File: config.mk
export PLATFORM = sky130hd
export DESIGN_NAME = calc_sequencer_p
export DESIGN_NICKNAME = d
export VERILOG_FILES = /design/src/rtl/calc_sequencer_p.sv
export SDC_FILE = /design/constraint.sdc
export NUM_CORES = 1
export LEC_CHECK = 0
export ABC_AREA = 1
export CAP_MARGIN = 20
export CORE_ASPECT_RATIO = 2
export CORE_MARGIN = 2
export CORE_UTILIZATION = 60
export CTS_CLUSTER_SIZE = 25
export DETAILED_ROUTE_END_ITERATION = 10
export GPL_ROUTABILITY_DRIVEN = 0
export PLACE_DENSITY = 0.82
export SLEW_MARGIN = 20
export SYNTH_ARGS = -nofsm -noshare
export SYNTH_HDL_FRONTEND = slang
export SYNTH_SLANG_ARGS = --single-unit
File: constraint.sdc
create_clock -name clk -period 16.9 [get_ports clk]
set_clock_uncertainty 0.2 [all_clocks]
set_input_delay 3.38 -clock clk [delete_from_list [all_inputs] [get_ports clk]]
set_output_delay 3.38 -clock clk [all_outputs]
set_load 0.005 [all_outputs]
File: src/rtl/calc_sequencer_p.sv
// rtl/calc_sequencer_p.sv - calculator operand entry and operation dispatch sequencer
//
// Builds signed decimal operands A and B from keypad codes. Entry supports a digit
// limit, backspace and sign toggle. The sequencer then starts one of NOPS external
// arithmetic units and waits, under a watchdog, for its result. It range-checks the
// result and shows it, and the result can be chained as the next A.
//
// Ports:
//   clk, rst            clock, synchronous active-high reset
//   key_valid/key_code  keypad strobe and code (0-9 digits, 10 enter, 11-17 ops,
//                       18 escape, 19 backspace, 20 negate, others ignored)
//   op_sel/op_start     one-hot unit select (bit0 sqrt .. bit6 plus) and start pulse
//   operand_a/operand_b signed operands presented to the unit
//   res_valid/res_data/res_err  result handshake from the selected unit
//   display             value to show (A, B or the latched result)
//   overflow/error/busy status flags; state exposes the current state code
module calc_sequencer_p #(
  parameter int DIGITS = 8,
  parameter int W      = 28,
  parameter int HOLD_W = 23,
  parameter int TMO_W  = 16,
  parameter int NOPS   = 7
) (
  input  logic                clk,
  input  logic                rst,
  input  logic                key_valid,
  input  logic [4:0]          key_code,
  output logic [NOPS-1:0]     op_sel,
  output logic                op_start,
  output logic signed [W-1:0] operand_a,
  output logic signed [W-1:0] operand_b,
  input  logic                res_valid,
  input  logic signed [W-1:0] res_data,
  input  logic                res_err,
  output logic signed [W-1:0] display,
  output logic                overflow,
  output logic                error,
  output logic                busy,
  output logic [3:0]          state
);

  localparam logic signed [W-1:0] MAXV = W'(10**DIGITS - 1);
  localparam logic signed [W-1:0] TEN  = W'(10);
  localparam int CW = $clog2(DIGITS + 1);

  localparam logic [4:0] K_ENTER = 5'd10;
  localparam logic [4:0] K_ESC   = 5'd18;
  localparam logic [4:0] K_BACK  = 5'd19;
  localparam logic [4:0] K_NEG   = 5'd20;

  typedef enum logic [3:0] {
    S_IDLE     = 4'd0,
    S_ENTRY_A  = 4'd1,
    S_HOLD_A   = 4'd2,
    S_ENTRY_B  = 4'd3,
    S_HOLD_B   = 4'd4,
    S_DISPATCH = 4'd5,
    S_WAIT_RES = 4'd6,
    S_SHOW     = 4'd7,
    S_ERROR    = 4'd8
  } state_t;

  state_t              state_q, state_d;
  logic signed [W-1:0] a_q, a_d, b_q, b_d, disp_q, disp_d;
  logic [CW-1:0]       cnt_a_q, cnt_a_d, cnt_b_q, cnt_b_d;
  logic [NOPS-1:0]     op_sel_q, op_sel_d;
  logic                ovf_q, ovf_d;
  logic [HOLD_W:0]     hold_q, hold_d;
  logic [TMO_W:0]      wd_q, wd_d;

  // Key classification
  logic                is_digit, is_bin, is_un, is_esc;
  logic signed [W-1:0] dig;
  logic [NOPS-1:0]     key_onehot;

  always_comb begin
    is_digit   = key_valid && (key_code <= 5'd9);
    is_esc     = key_valid && (key_code == K_ESC);
    is_bin     = key_valid && ((key_code >= 5'd11 && key_code <= 5'd14) || key_code == 5'd16);
    is_un      = key_valid && (key_code == 5'd15 || key_code == 5'd17);
    dig        = $signed(W'(key_code));
    // Operator codes 11..17 map to bits 6..0 (plus is the top bit, sqrt bit 0).
    key_onehot = '0;
    for (int i = 0; i < NOPS; i++) begin
      if (int'(key_code) == 17 - i) key_onehot[i] = 1'b1;
    end
  end

  // Edit of the operand currently being entered (A, or B in ENTRY_B).
  logic signed [W-1:0] cur_val, ed_val;
  logic [CW-1:0]       cur_cnt, ed_cnt;
  logic                ed_hold;

  always_comb begin
    cur_val = (state_q == S_ENTRY_B) ? b_q : a_q;
    cur_cnt = (state_q == S_ENTRY_B) ? cnt_b_q : cnt_a_q;
    ed_val  = cur_val;
    ed_cnt  = cur_cnt;
    ed_hold = 1'b0;
    if (is_digit) begin
      if (cur_cnt < CW'(DIGITS)) begin
        // New digit extends the magnitude, so it carries the operand's sign.
        ed_val  = cur_val[W-1] ? (cur_val * TEN - dig) : (cur_val * TEN + dig);
        ed_hold = 1'b1;
        // Leading zeros do not consume digit positions.
        if (!(cur_val == '0 && dig == '0)) ed_cnt = cur_cnt + 1'b1;
      end
    end else if (key_valid && key_code == K_BACK) begin
      ed_val = cur_val / TEN;
      if (cur_cnt != '0) ed_cnt = cur_cnt - 1'b1;
    end else if (key_valid && key_code == K_NEG) begin
      ed_val = -cur_val;
    end
  end

  logic res_bad;
  assign res_bad = res_err || (res_data > MAXV) || (res_data < -MAXV);

  always_comb begin
    state_d  = state_q;
    a_d      = a_q;
    b_d      = b_q;
    disp_d   = disp_q;
    cnt_a_d  = cnt_a_q;
    cnt_b_d  = cnt_b_q;
    op_sel_d = op_sel_q;
    ovf_d    = ovf_q;
    hold_d   = hold_q;
    wd_d     = wd_q;
    // Escape and IDLE both wipe the session so the display and flags clear at once.
    if (is_esc || state_q == S_IDLE) begin
      state_d  = is_esc ? S_IDLE : S_ENTRY_A;
      a_d      = '0;
      b_d      = '0;
      disp_d   = '0;
      cnt_a_d  = '0;
      cnt_b_d  = '0;
      op_sel_d = '0;
      ovf_d    = 1'b0;
      hold_d   = '0;
      wd_d     = '0;
    end else begin
      case (state_q)
        S_ENTRY_A: begin
          if (is_bin) begin
            op_sel_d = key_onehot;
            b_d      = '0;
            cnt_b_d  = '0;
            state_d  = S_ENTRY_B;
          end else if (is_un) begin
            op_sel_d = key_onehot;
            state_d  = S_DISPATCH;
          end else begin
            a_d     = ed_val;
            cnt_a_d = ed_cnt;
            if (ed_hold) begin
              hold_d  = '0;
              state_d = S_HOLD_A;
            end
          end
        end
        S_ENTRY_B: begin
          if (key_valid && key_code == K_ENTER) begin
            state_d = S_DISPATCH;
          end else if (!is_bin && !is_un) begin
            b_d     = ed_val;
            cnt_b_d = ed_cnt;
            if (ed_hold) begin
              hold_d  = '0;
              state_d = S_HOLD_B;
            end
          end
        end
        S_HOLD_A, S_HOLD_B: begin
          // Leave on the increment that sets the MSB: exactly 2^HOLD_W cycles.
          hold_d = hold_q + 1'b1;
          if (hold_d[HOLD_W]) state_d = (state_q == S_HOLD_A) ? S_ENTRY_A : S_ENTRY_B;
        end
        S_DISPATCH: begin
          wd_d    = '0;
          state_d = S_WAIT_RES;
        end
        S_WAIT_RES: begin
          if (res_valid) begin
            disp_d = res_data;
            if (res_bad) begin
              ovf_d   = 1'b1;
              state_d = S_ERROR;
            end else begin
              state_d = S_SHOW;
            end
          end else begin
            wd_d = wd_q + 1'b1;
            if (wd_d[TMO_W]) begin
              ovf_d   = 1'b1;
              state_d = S_ERROR;
            end
          end
        end
        S_SHOW: begin
          if (is_digit) begin
            a_d     = dig;
            cnt_a_d = CW'(1);
            b_d     = '0;
            cnt_b_d = '0;
            hold_d  = '0;
            state_d = S_HOLD_A;
          end else if (is_bin) begin
            a_d      = disp_q;
            cnt_a_d  = CW'(DIGITS);
            b_d      = '0;
            cnt_b_d  = '0;
            op_sel_d = key_onehot;
            state_d  = S_ENTRY_B;
          end else if (is_un) begin
            a_d      = disp_q;
            op_sel_d = key_onehot;
            state_d  = S_DISPATCH;
          end
        end
        S_ERROR: ;
        default: state_d = S_IDLE;
      endcase
    end
  end

  always_ff @(posedge clk) begin
    if (rst) begin
      state_q  <= S_IDLE;
      a_q      <= '0;
      b_q      <= '0;
      disp_q   <= '0;
      cnt_a_q  <= '0;
      cnt_b_q  <= '0;
      op_sel_q <= '0;
      ovf_q    <= 1'b0;
      hold_q   <= '0;
      wd_q     <= '0;
    end else begin
      state_q  <= state_d;
      a_q      <= a_d;
      b_q      <= b_d;
      disp_q   <= disp_d;
      cnt_a_q  <= cnt_a_d;
      cnt_b_q  <= cnt_b_d;
      op_sel_q <= op_sel_d;
      ovf_q    <= ovf_d;
      hold_q   <= hold_d;
      wd_q     <= wd_d;
    end
  end

  always_comb begin
    case (state_q)
      S_ENTRY_A, S_HOLD_A: display = a_q;
      S_ENTRY_B, S_HOLD_B: display = b_q;
      default:             display = disp_q;
    endcase
  end

  assign op_sel    = op_sel_q;
  assign op_start  = (state_q == S_DISPATCH);
  assign operand_a = a_q;
  assign operand_b = b_q;
  assign overflow  = ovf_q;
  assign error     = (state_q == S_ERROR);
  assign busy      = (state_q == S_DISPATCH) || (state_q == S_WAIT_RES);
  assign state     = state_q;

endmodule

* Word-level counts from Yosys, hierarchy flattened
Cells that the tools add are included.
Word-level totals: input port bits 38, flip-flop bits (word level) 145
Cells by class: eq/ne operators 39, add/sub/neg operators 7, div/mod/pow operators 1, mux-type cells 76, $mul 1, order comparisons 6, reduce and logical (&&, ||, !) cells 40
Operator list (number):
- 28-bit two-way mux | 15
- 24-bit two-way mux | 6
- 4-bit two-way mux | 28
- 28-bit one-hot mux with 2 select lines | 2
- 24-bit one-hot mux with 4 select lines | 1
- 28-bit one-hot mux with 3 select lines | 1
- 5-bit == test (second input constant) | 12
- 28-bit logical NOT | 2
- 17-bit one-hot mux with 2 select lines | 1
- 28-bit by 6-bit adder with 28-bit output | 1
- 28-bit by 5-bit divider with 28-bit output (second input constant) | 1
- 28-bit > comparator (second input constant) | 1
- 28-bit < comparator (second input constant) | 1
- 28-bit by 4-bit multiplier with 27-bit output (second input constant) | 1
- 28-bit negator | 1
- 4-bit one-hot mux with 7 select lines | 1
- 28-bit by 6-bit subtractor with 28-bit output | 1
- 24-bit by 1-bit adder with 24-bit output (second input constant) | 1
- 7-bit two-way mux | 3
- 17-bit by 1-bit adder with 17-bit output (second input constant) | 1
- 17-bit two-way mux | 1
- 4-bit by 3-bit == test with 1-bit output (second input constant) | 4
- 7-bit one-hot mux with 2 select lines | 1
- 1-bit two-way mux | 13
- 32 further kinds | 70

* Logic depth before layout (Yosys ltp)
depth after elaboration 10, gate-level depth with buffers 148

* Least setup slack after synthesis
OpenSTA, ideal clock, no wires.
kind register to register, start point reg state_q[1], in the netlist state[1], end point reg b_q[20], in the netlist operand_b[20], buffers on the path 10, slack 4020 ps, required time 16569 ps, arrival time 12549 ps, setup time 131 ps, stages on the path, launching flop included 137, period minus slack after synthesis 12880 ps, cell sequence dfxtp_1 nand2_4 inv_6 nand2_4 buf_4 buf_2 nand2_1 o21ai_2 clkbuf_8 buf_6 buf_6 clkbuf_8 clkbuf_1 buf_6 clkbuf_8 ha_1 a21oi_1 inv_1 [... 101 more ...] nor2_2 buf_6 ha_1 inv_1 nor3_1 nand2_1 nor2_1 nand2_1 o21ai_1 nand2_1 nand2_1 nor2_1 o21ai_0 o21ai_0 nand2_1 o21ai_0 o21ai_0 a21oi_1
Between the ends: word-level cells in the longest chain between the ends 10, elaborated cells on any way between the ends 26, those cells by class add/sub (3); mul (1); div (1); order compare (1); eq/ne (5); mux (10); reduce/logical (5)
RTL lines:
- start: declaration | RTL line 63 | state_t state_q, state_d;
- start signal: assignment | RTL line 240 | state_q <= state_d;
- branches (longest 10 deep; another with 28-bit by 5-bit divider with 28-bit output)
- end signal: assignment | RTL line 231 | b_q <= '0;
- end signal: assignment | RTL line 242 | b_q <= b_d;
- end: declaration | RTL line 64 | logic signed [W-1:0] a_q, a_d, b_q, b_d, disp_q, disp_d;
Parallel ways; which one is timed is not known. The select of a mux whose other input is x is not followed. A chain may end at the register's enable or synchronous reset.

* Final worst setup path
start point reg state_q[3], in the netlist state[3], end point reg b_q[20], in the netlist operand_b[20]
Same word-level chain as after synthesis.

==> impl_summary.txt <==
----------------------------------------------------
[Route]
  Detailed router's first-iteration violation count ... 1830
  Post-detailed-route via-to-cell ratio ... 6.13
  DR vias ... 19200
  Post-detailed-routing wire length ... 56500 um
  Routed length per instance ... 18.0 um
  1st-pass router iterations ... 10
  DRC ... 1
  Final antenna-violating net count ... 0

[Synth]
  Number of synthesized flops with an enable pin ... 0
  Cells after synthesis ... 2693
  Average instance area after synthesis ... 5.93 um2
  Share of Yosys cell area claimed by the top area cell type ... 0.182
  Number of distinct library cells after synthesis ... 67
  Summed instance area of the synthesized netlist ... 16000 um2
  Ys Warns ... 0
  Top cell types by occurrence after synthesis ... sky130_fd_sc_hd__nand2_1 (667), sky130_fd_sc_hd__inv_1 (346), sky130_fd_sc_hd__a21oi_1 (239), sky130_fd_sc_hd__nand3_1 (206), sky130_fd_sc_hd__o21ai_0 (189)
  Dominant cell by count in the synthesized netlist ... sky130_fd_sc_hd__nand2_1
  Most area-hungry cell type in the Yosys netlist ... sky130_fd_sc_hd__dfxtp_1
  Share of flip-flops with an asynchronous set or reset ... 0
  Register area share after synthesis ... 0.182
  Biggest area contributors in the synthesized netlist ... sky130_fd_sc_hd__dfxtp_1 (18%), sky130_fd_sc_hd__nand2_1 (16%), sky130_fd_sc_hd__inv_1 (8.1%)
  Most common flop cell mapped by yosys ... sky130_fd_sc_hd__dfxtp_1
  Syn_nets ... 2799
  Total of flip-flops plus latches after synthesis ... 145

[Worst setup path]
  Delay of the slowest critical-path stage ... 0.64 ns
  Startpoint type of the worst setup path ... flip-flop
  Reg2reg setup slack ... 1.44 ns
  Data arrival time of the critical path ... 15.54 ns
  Number of cells on the worst reg-to-reg path ... 118
  Launching point of the worst reg2reg path ... state[3]
  WS Path Type ... flip-flop to flip-flop
  Library cell appearing most often on the critical path ... sky130_fd_sc_hd__nand2_1
  Critical-path cell with the highest stage delay ... sky130_fd_sc_hd__o21ai_4
  Nature of the critical path endpoint ... flip-flop
  Worst r2r dst ... operand_b[20]
  Maximum fanout along the worst path ... 27
  Required time of the critical path ... 16.99 ns

[Finish]
  Count of inserted antenna diode cells ... 0
  Signed area change from the synthesized netlist to the final layout ... 13.6%
  Post-layout net count ... 2887
  Fraction of layout cells with a size suffix above 1 ... 0.103
  Filler Cells Inserted ... 2402

[Clock tree]
  Hold-fix buffers, CTS ... 0
  CTS Root Cell ... sky130_fd_sc_hd__clkbuf_16
  Bufs on Longest Clock Path ... 2
  CTS H-tree lvls ... 4
  Clock slew at the register clock pins of the worst setup and hold paths ... 0.06 ns
  Clock buffer count from CTS ... 17
  Sink count of the clock tree ... 145
  Worst-Skew Late Latency ... 0.45 ns
  TritonCTS clock tree ... yes

[STA]
  Worst Tran Pin Value ... 1.08 ns
  Final-report setup violation count ... 0
  Rel. slew slack ... 0.281
  Fmax ... 64.7 MHz
  Setup Total Neg Slack ... 0 ns
  Ratio of final minimum period to clock period ... 0.915
  Unrepaired setup endpoints after global routing ... no
  Final hold violation count ... 0
  Final period demand of the worst path ... 15.46 ns
  Final Slew Violations ... 0

[Floorplan]
  Row count ... 84
  Width of the die ... 119 um
  Initial core utilization ... 0.608
  Core box area ... 26300 um2
  Floorplan die height ... 235 um
  Top-level I/O count ... 137
  Floorplan die area ... 28000 um2

[Placed design]
  Post-detail-place hpwl ... 43300 um
  Port bufs ... 136

[Worst hold path]
  Hold EP ... cnt_a_q[1]
  Source of the worst hold timing path ... cnt_a_q[1]
  Hold depth ... 2
  Worst min-delay path category ... flip-flop to flip-flop

[Outcome]
  Violated checks ... DRC
  Result of the run ... finished, violations left

[Job]
  Max_cap viols ... 0

[Global routing]
  Antenna violations before repair ... 0
  Maximum number of pins on one net before global-route repair ... 82
  Number of global-route vias before repair ... 18700
  Overall overflow remaining after global route ... 0
  First-pass GRT wire length ... 90500 um
  Overall track demand over capacity in global routing ... 0.396

----------------------------------------------------
[logic make-up after synthesis]
| logic type | after synthesis | share of synthesized area |
|---|---|---|
| AND/OR/NAND/NOR | 1349 | 0.393 |
| AO/OA/AOI/OAI | 582 | 0.208 |
| buffers and inverters | 490 | 0.130 |
| flip-flops | 145 | 0.182 |
| adder cells (fa/ha/maj) | 68 | 0.0547 |
| XOR/XNOR | 59 | 0.0324 |
[state kept, by name, indices dropped and copies added, names as in the netlist]
signal     count
hold_q        24
op_sel         7
operand_a     28
operand_b     28
wd_q          17
cnt_a_q        4
overflow       1
cnt_b_q        4
disp_q        28
state          4
[stage by stage]
step	utilization	instance area [um2]	hold slack [ns]	setup WS [ns]	cells
floorplan	-	16000	0.239	4.02	2693
global placement	0.661	17400	0.247	2.21	3099
detailed placement	0.662	17400	0.258	1.37	3099
global route	0.690	18100	0.293	0.0410	3138
CTS	0.688	18100	0.267	1.36	3131
finish	0.690	18100	0.266	1.44	3138
[worst max-delay path by stage]
stage          slack, ns     start  depth (start not counted)             to
6_report            1.44  state[3]                        118  operand_b[20]
5_1_grt             0.04  state[1]                        129  operand_b[20]
4_1_cts             1.36  state[2]                        122  operand_b[20]
3_5_place_dp        1.37  state[2]                        122  operand_b[20]
3_3_place_gp        2.21  state[2]                        120  operand_b[20]
2_1_floorplan       4.02  state[1]                        136  operand_b[20]
[layer usage]
metal  global-route usage  vias up  wire, um
li1                     -     9066         -
met1                0.391     8703     18900
met2                0.711     1098     28100
met3               0.0672      363      4310
met4                0.321        0      5130
met5                    0        -         0
[final cells by class]
| cell class | count | area [um2] | share of cell area |
|---|---|---|---|
| Clock buffer | 18 | 429 | 0.0237 |
| Clock inverter | 14 | 262 | 0.0144 |
| Sequential cell | 145 | 2900 | 0.160 |
| Tap cell | 344 | 430 | 0.0237 |
| Inverter | 394 | 1500 | 0.0826 |
| Multi-Input combinational cell | 2058 | 11000 | 0.608 |
| Timing Repair Buffer | 165 | 1580 | 0.0873 |
[critical path: cells and delay by family (launching register included)]
family	cells	cell delay [ns]
buffers and inverters	14	1.74
and+or+nand+nor	87	9.27
AOI/OAI and AO/OA	15	3.28
adders and majority gates	2	0.39
DFF	1	0.37
[layout by cell type (no fill, tap or decap), drive strengths merged, types with 29 or more instances in the layout]
master         instances
nand2                777
inv                  383
a21oi                247
nand3                235
o21ai                219
nor2                 196
dfxtp                145
clkdlybuf4s50        136
ha                    65
nor3                  58
xor2                  51
nand4                 39
buf                   29
[repair_timing]
action	in CTS	in global routing
hold endpoints to repair	0	0
setup endpoints to repair	0	18
setup buffers	0	7
gates resized for setup	0	2
Power is left out: the tool's default activity adds up to more than one toggle a clock period on the data nets, which glitch-free logic cannot reach.
